<file path="config.mk">
export PLATFORM = sky130hd
export DESIGN_NAME = uart_tx_byte_flat
export DESIGN_NICKNAME = d
export VERILOG_FILES = /design/src/rtl/uart_tx_byte_if.sv /design/src/rtl/uart_tx_byte.sv /design/src/flat_wrapper.sv
export SDC_FILE = /design/constraint.sdc
export NUM_CORES = 1
export LEC_CHECK = 0
export BUFFER_PORTS_ARGS = -buffer_cell sky130_fd_sc_hd__buf_4
export CELL_PAD_IN_SITES_DETAIL_PLACEMENT = 0
export CELL_PAD_IN_SITES_GLOBAL_PLACEMENT = 1
export CORE_MARGIN = 5
export CORE_UTILIZATION = 41
export CTS_CLUSTER_DIAMETER = 200
export DETAILED_ROUTE_END_ITERATION = 10
export PLACE_DENSITY_LB_ADDON = 0.3
export SLEW_MARGIN = 20
export SYNTH_ARGS = -nofsm -noshare
export SYNTH_HDL_FRONTEND = slang
export SYNTH_SLANG_ARGS = --single-unit
</file>
<file path="constraint.sdc">
create_clock -name clk_in -period 1.99 [get_ports clk_in]
set_clock_uncertainty 0.05 [all_clocks]
set_input_delay 0.398 -clock clk_in [delete_from_list [all_inputs] [get_ports clk_in]]
set_output_delay 0.398 -clock clk_in [all_outputs]
set_load 0.05 [all_outputs]
</file>
<file path="src/rtl/uart_tx_byte_if.sv">
// uart_tx_byte_if: request/response handshake between a byte producer and the UART transmitter
// Signals: tx_en request, tx_data byte, tx_ready idle/accepting, tx_valid end-of-frame pulse
// Modports: master = requester (drives tx_en/tx_data), slave = transmitter (drives tx_ready/tx_valid)
interface uart_tx_byte_if;
    logic       tx_en;
    logic [7:0] tx_data;
    logic       tx_ready;
    logic       tx_valid;
    modport master (output tx_en, output tx_data, input tx_ready, input tx_valid);
    modport slave (input tx_en, input tx_data, output tx_ready, output tx_valid);
endinterface

</file>
<file path="src/rtl/uart_tx_byte.sv">
// uart_tx_byte: UART transmitter sending one frame (start, 8 data LSB first, optional parity, 1-2 stop) per accepted request
// Ports: clk_in system clock; n_rst async active-low reset; bus (slave) tx_en/tx_data in, tx_ready/tx_valid out;
//        tx serial line, idle high. All outputs registered.
module uart_tx_byte #(
    parameter int CLK_FREQ  = 96000000,
    parameter int BAUD      = 115200,
    parameter int PARITY    = 0,
    parameter int STOP_BITS = 1
) (
    input  logic          clk_in,
    input  logic          n_rst,
    uart_tx_byte_if.slave bus,
    output logic          tx
);
    localparam int CLKS_PER_BIT = CLK_FREQ / BAUD;
    localparam int CW = $clog2(CLKS_PER_BIT);

    if (PARITY < 0 || PARITY > 2 || (STOP_BITS != 1 && STOP_BITS != 2) || CLKS_PER_BIT < 2) begin : g_bad_param
        $error("uart_tx_byte: illegal parameters PARITY=%0d STOP_BITS=%0d CLKS_PER_BIT=%0d", PARITY, STOP_BITS, CLKS_PER_BIT);
    end

    typedef enum logic [2:0] {S_IDLE, S_START, S_DATA, S_PAR, S_STOP} state_t;

    state_t        state, state_n;
    logic [CW-1:0] baud_cnt, baud_n;
    logic [2:0]    bit_cnt, bit_n;
    logic [7:0]    shift, shift_n;
    logic          par, par_n;
    logic          tx_n;
    logic          ready, ready_n;
    logic          valid, valid_n;
    logic          wrap;

    assign wrap = baud_cnt == CW'(CLKS_PER_BIT - 1);
    assign bus.tx_ready = ready;
    assign bus.tx_valid = valid;

    always_ff @(posedge clk_in or negedge n_rst) begin
        if (!n_rst) begin
            state    <= S_IDLE;
            baud_cnt <= '0;
            bit_cnt  <= '0;
            shift    <= '0;
            par      <= 1'b0;
            tx       <= 1'b1;
            ready    <= 1'b1;
            valid    <= 1'b0;
        end else begin
            state    <= state_n;
            baud_cnt <= baud_n;
            bit_cnt  <= bit_n;
            shift    <= shift_n;
            par      <= par_n;
            tx       <= tx_n;
            ready    <= ready_n;
            valid    <= valid_n;
        end
    end

    // tx is registered, so each transition loads the level of the bit being entered
    always_comb begin
        state_n = state;
        baud_n  = baud_cnt;
        bit_n   = bit_cnt;
        shift_n = shift;
        par_n   = par;
        tx_n    = tx;
        ready_n = ready;
        valid_n = 1'b0;
        if (state == S_IDLE) begin
            if (bus.tx_en && ready) begin
                state_n = S_START;
                shift_n = bus.tx_data;
                par_n   = (PARITY == 1) ? ~^bus.tx_data : ^bus.tx_data;
                baud_n  = '0;
                bit_n   = '0;
                tx_n    = 1'b0;
                ready_n = 1'b0;
            end
        end else begin
            baud_n = wrap ? '0 : baud_cnt + CW'(1);
            if (wrap) begin
                case (state)
                    S_START: begin
                        state_n = S_DATA;
                        tx_n    = shift[0];
                    end
                    S_DATA: begin
                        if (bit_cnt == 3'd7) begin
                            state_n = (PARITY != 0) ? S_PAR : S_STOP;
                            tx_n    = (PARITY != 0) ? par : 1'b1;
                            bit_n   = '0;
                        end else begin
                            shift_n = {1'b0, shift[7:1]};
                            tx_n    = shift[1];
                            bit_n   = bit_cnt + 3'd1;
                        end
                    end
                    S_PAR: begin
                        state_n = S_STOP;
                        tx_n    = 1'b1;
                    end
                    S_STOP: begin
                        if (bit_cnt == 3'(STOP_BITS - 1)) begin
                            state_n = S_IDLE;
                            bit_n   = '0;
                            ready_n = 1'b1;
                            valid_n = 1'b1;
                        end else begin
                            bit_n = bit_cnt + 3'd1;
                        end
                    end
                    default: state_n = S_IDLE;
                endcase
            end
        end
    end
endmodule
</file>
<file path="src/flat_wrapper.sv">
// flat-port wrapper written by rule: the top's interface ports become plain ports
module uart_tx_byte_flat 
#(
    parameter int CLK_FREQ  = 96000000,
    parameter int BAUD      = 115200,
    parameter int PARITY    = 0,
    parameter int STOP_BITS = 1
)
  (clk_in, n_rst, tx, bus_tx_en, bus_tx_data, bus_tx_ready, bus_tx_valid);
  uart_tx_byte_if bus_i ();
  input  logic clk_in;
  input  logic n_rst;
  output logic tx;
  input wire logic [$bits(bus_i.tx_en)-1:0] bus_tx_en;
  input wire logic [$bits(bus_i.tx_data)-1:0] bus_tx_data;
  output wire logic [$bits(bus_i.tx_ready)-1:0] bus_tx_ready;
  output wire logic [$bits(bus_i.tx_valid)-1:0] bus_tx_valid;
  assign bus_i.tx_en = bus_tx_en;
  assign bus_i.tx_data = bus_tx_data;
  assign bus_tx_ready = bus_i.tx_ready;
  assign bus_tx_valid = bus_i.tx_valid;
  uart_tx_byte #(.CLK_FREQ(CLK_FREQ), .BAUD(BAUD), .PARITY(PARITY), .STOP_BITS(STOP_BITS)) u_core (.clk_in(clk_in), .n_rst(n_rst), .bus(bus_i), .tx(tx));
endmodule
</file>
After elaboration in Yosys (flattened, before gate mapping)
Cells that the tools add are included.
- register bits after elaboration: 27
- input port bits: 11
- output and inout port bits: 3
- logic and storage cells: 66
- add/subtract/negate cells: 2
- equal/unequal tests: 10
- muxes and demuxes: 33
- reduce and logical (&&, ||, !) cells: 14
- operators with widths (operator ; number):
    $mux 8 ; 5
    $mux 10 ; 3
    $mux 3 ; 10
    $mux 1 ; 12
    $pmux 3 s4 ; 1
    $reduce_and 4->1 ; 3
    $add 10x1->10 const B ; 1
    $eq 10x10->1 const B ; 1
    $reduce_bool 2->1 ; 4
    $eq 3x2->1 const B ; 2
    $eq 3x3->1 const B ; 2
    $logic_not 3->1 ; 2
    $ne 3x1->1 const B ; 2
    $pmux 3 s2 ; 1
    $reduce_and 3->1 ; 2
    $reduce_bool 4->1 ; 1
    $add 3x1->3 const B ; 1
    $eq 3x1->1 const B ; 1
    $pmux 1 s3 ; 1
    $reduce_bool 3->1 ; 1
    $ne 2x1->1 const B ; 1
    $ne 2x2->1 const B ; 1
    $logic_and 1x1->1 ; 1

Depth between registers and ports, before layout
- depth in word-level cells: 5
- depth in mapped cells: 7
- mapped depth without buffers: 6

Least setup slack after synthesis
No wires, ideal clock.
- path kind: reg2reg
- start point: register u_core.bit_cnt[0]
- end point: register u_core.shift[2]
- setup time: 65 ps
- arrival time: 1757 ps
- data required time: 1875 ps
- path slack: 117 ps
- stages on the path, launching flop included: 7
- period minus slack after synthesis: 1873 ps
- path through: dfrtp_1 ha_1 ha_1 nor2_1 nand4_2 a211oi_4 o221a_2
- longest elaborated chain between the ends: 3
- ends and longest elaborated chain (what ; RTL line ; RTL):
    from (decl) ; uart_tx_byte.sv:26 ; logic [2:0] bit_cnt, bit_n;
    from (signal assigned) ; uart_tx_byte.sv:51 ; bit_cnt <= bit_n;
    $eq 3x3->1 ; uart_tx_byte.sv:89 ; if (bit_cnt == 3'd7) begin
    $ne 2x1->1 (no line) ; -- ;
    $reduce_and 4->1 (no line) ; -- ;
    to (signal assigned) ; uart_tx_byte.sv:52 ; shift <= shift_n;
    to (decl) ; uart_tx_byte.sv:27 ; logic [7:0] shift, shift_n;
Every way passes these cells.
A chain may end at the register's enable or synchronous reset.

Final worst setup path
- start point: register u_core.baud_cnt[1]
- end point: register u_core.shift[3]
- longest elaborated chain between the ends: 3
- ends and longest elaborated chain (what ; RTL line ; RTL):
    from (decl) ; uart_tx_byte.sv:25 ; logic [CW-1:0] baud_cnt, baud_n;
    from (signal assigned) ; uart_tx_byte.sv:50 ; baud_cnt <= baud_n;
    $eq 10x10->1 ; uart_tx_byte.sv:34 ; assign wrap = baud_cnt == CW'(CLKS_PER_BIT - 1);
    $reduce_bool 2->1 (no line) ; -- ;
    $reduce_and 4->1 (no line) ; -- ;
Every way passes these cells.

==> flow_metrics.tcl <==
set metrics [dict create \
    drive_gt1_share_pct 27.1 \
    relSlewSlack_pct 73.5 \
    ys_types 50 \
    die-area_sq_um 5200 \
    fin_tns_setup_ns 0 \
    path_class "reg -> reg" \
    holdPathStages 3 \
    fp.dieW_um 72.1 \
    finalNetCount 198 \
    synth_common_cells "25 x dfrtp_1, 10 x a21oi_1, 10 x inv_1, 10 x or3_1, 9 x nand2_1" \
    fmax_mhz 530 \
    period_needed_ns 1.89 \
    hp-class "in -> reg" \
    gp_congestion 0.817 \
    first_pass_iters 4 \
    crit_arrival_ns 2.07 \
    synth_top_cell_by_area "dfrtp_1" \
    clockRootBuffer "clkbuf_8" \
    grt_max_degree 28 \
    ant_nets 0 \
    grt_pass1_vias 1399 \
    antenna_found_initial 0 \
    ios 14 \
    cp_cell_sequence "inv_1, ha_1, and4b_2, nand4_2, a211oi_4, o221a_2" \
    core_sq_um 3690 \
    vias_per_cell 5.87 \
    cts_buffers 3 \
    synthTopCellsByArea "dfrtp_1 40%, ha_1 4.0%, or3_1 4.0%" \
    gr-total-overflow 0 \
    placed_cells 221 \
    routed_wl_um 3910 \
    diodes 0 \
    cp-end-kind "flop" \
    grtUsageTotal_pct 16.0 \
    synthCells 156 \
    rows 22 \
    drt_iter0_markers 95 \
    leakage_nw 0.841 \
    cp_data_required_time_ns 2.17 \
    ir_drop_uv 327 \
    synth_most_common_cell "dfrtp_1" \
    area_delta_synth_final_pct 17.9 \
    avgSynthCellArea_sq_um 10.1 \
    synth_edf_count 0 \
    vias 1344 \
    grt_pass1_wl_um 6630 \
    setup_viol 0 \
    synth_ff_type "dfrtp_1" \
    slew_viol_final 0 \
    tritoncts "built" \
    worst_setup_path_start_kind "flop" \
    wl_per_cell_um 17.1 \
    ys_ff_latch 27 \
    synth_area_sq_um 1580 \
    fillers 357 \
    fin_ws_ns 0.104 \
    slowest_delay_ns 0.43 \
    initial_core_util_pct 42.8 \
    finalCritPeriodShare_pct 94.8 \
    worst-slew-pin-transition_ns 0.396 \
    path_max_fanout 8 \
    ys_async_sr_fraction_pct 100 \
    fp.dieH_um 72.1 \
    synth_seq_area_share_pct 42.9 \
    finalHoldViolations 0 \
    powerDensity_nw_per_um2 489 \
    dp_slack_ns 0.0240 \
    path_clk_slew_ns 0.11 \
    cap_violations 0 \
    ys_warn_count 0 \
    utilization_pct 50.5 \
    cts_buffer_depth 2 \
    syn_nets 172 \
    synth_top_cell_area_share_pct 39.6 \
    status "completed" \
    h-tree-depth 1 \
    cts.sinks 27 \
    cp_slowest_cell "a211oi_4" \
    layoutNonFillerInstCount 229 \
    port_buffers 13 \
    reg2reg_depth 6 \
    drc 0 \
    clock_latency_ns 0.28 \
    post-dp-hpwl_um 2850 \
]
-- what timing repair did --
item,CTS,global route
pin swaps,1,3
hold buffers,1,0
gates resized for setup,0,3
setup buffers,0,3
endpoints found under the setup margin,6,11
endpoints found under the hold margin,25,0
gates cloned,0,0
-- worst max-delay path: cells and delay by family (launching register included) --
kind / cells / cell delay, ns
AOI/OAI and AO/OA: 2 / 0.68
adders and majority gates: 1 / 0.14
buffers and inverters: 1 / 0.06
DFF: 1 / 0.42
and+or+nand+nor: 2 / 0.48
-- metrics by stage --
stage	hold WS (ns)	cell area (sq um)	total power, mW
4_1_cts	0.287	1830	0.920
5_1_grt	0.293	1860	0.947
3_5_place_dp	0.285	1780	0.587
6_report	0.296	1860	0.912
3_3_place_gp	0.280	1780	0.586
2_1_floorplan	0.0524	1580	0.559
-- path summary, 6_finish.rpt --
| check | start | end | slack (ns) |
|---|---|---|---|
| worst min register to register | u_core.baud_cnt[9]$_DFFE_PN0P_ | u_core.baud_cnt[9]$_DFFE_PN0P_ | 0.43 |
| max in group asynchronous | n_rst | u_core.bus.tx_ready$_DFFE_PN1P_ | 1.09 |
| min in group asynchronous | n_rst | u_core.shift[4]$_DFFE_PN0P_ | 0.50 |
| worst min-delay path | bus_tx_data[7] | u_core.shift[7]$_DFFE_PN0P_ | 0.30 |
| worst max register to register | u_core.baud_cnt[1]$_DFFE_PN0P_ | u_core.shift[3]$_DFFE_PN0P_ | 0.10 |
| worst max-delay path | u_core.baud_cnt[1]$_DFFE_PN0P_ | u_core.shift[3]$_DFFE_PN0P_ | 0.10 |
-- power breakdown --
part | switching, mW | internal (mW) | leakage [nW]
registers | 0 | 0.548 | 0.333
logic | 0.0143 | 0.0137 | 0.486
clock network | 0.193 | 0.143 | 0.0217
-- state kept, by name, indices dropped and copies added, names as in the netlist --
signal,count
u_core.shift,8
u_core.state,3
u_core.tx,1
u_core.bit_cnt,3
u_core.bus.tx_valid,1
u_core.baud_cnt,10
u_core.bus.tx_ready,1
-- routing by layer --
layer  wire [um]  GRT usage (%)  share of wire, %
met1        1710           18.7                44
met2        2050           29.6                53
met3         102           3.19               2.6
met4          46           3.97               1.2
met5           0              0                 0
-- cell families (layout without fill, tap and decap cells) --
logic type | count (synthesis) | in the layout | share of synthesized area [%]
compound gates | 52 | 52 | 25.4
buf+inv | 15 | 40 | 4.28
flops | 27 | 27 | 42.9
fa+ha+maj | 5 | 5 | 3.96
simple gates | 56 | 56 | 22.7
mux | 1 | 1 | 0.713
-- final cells by class --
cell class                 count  area (sq um)  share of cell area (%)
inverter                      10          37.5                    2.01
multi-input combinational    114           841                    45.1
clock buffer                   3          41.3                    2.22
timing repair buffer          26           198                    10.6
sequential                    27           678                    36.4
tap                           48          60.1                    3.22
clock inverter                 1          7.51                   0.403
-- cells in the final DEF (no fill, tap or decap), types with 3 or more instances in the layout --
master and count:
buf_4 25, dfrtp_1 25, inv_1 10, a21oi_1 10, or3_1 10, nand2_1 9, nand3_1 6, nor2_1 6
o21ai_0 5, nor2b_1 4, o221a_2 4, o22ai_1 4, ha_1 4, o21a_1 3, and3_1 3, o221a_1 3
o21ai_1 3, clkbuf_8 3
Power figures use the tool's default switching activity.
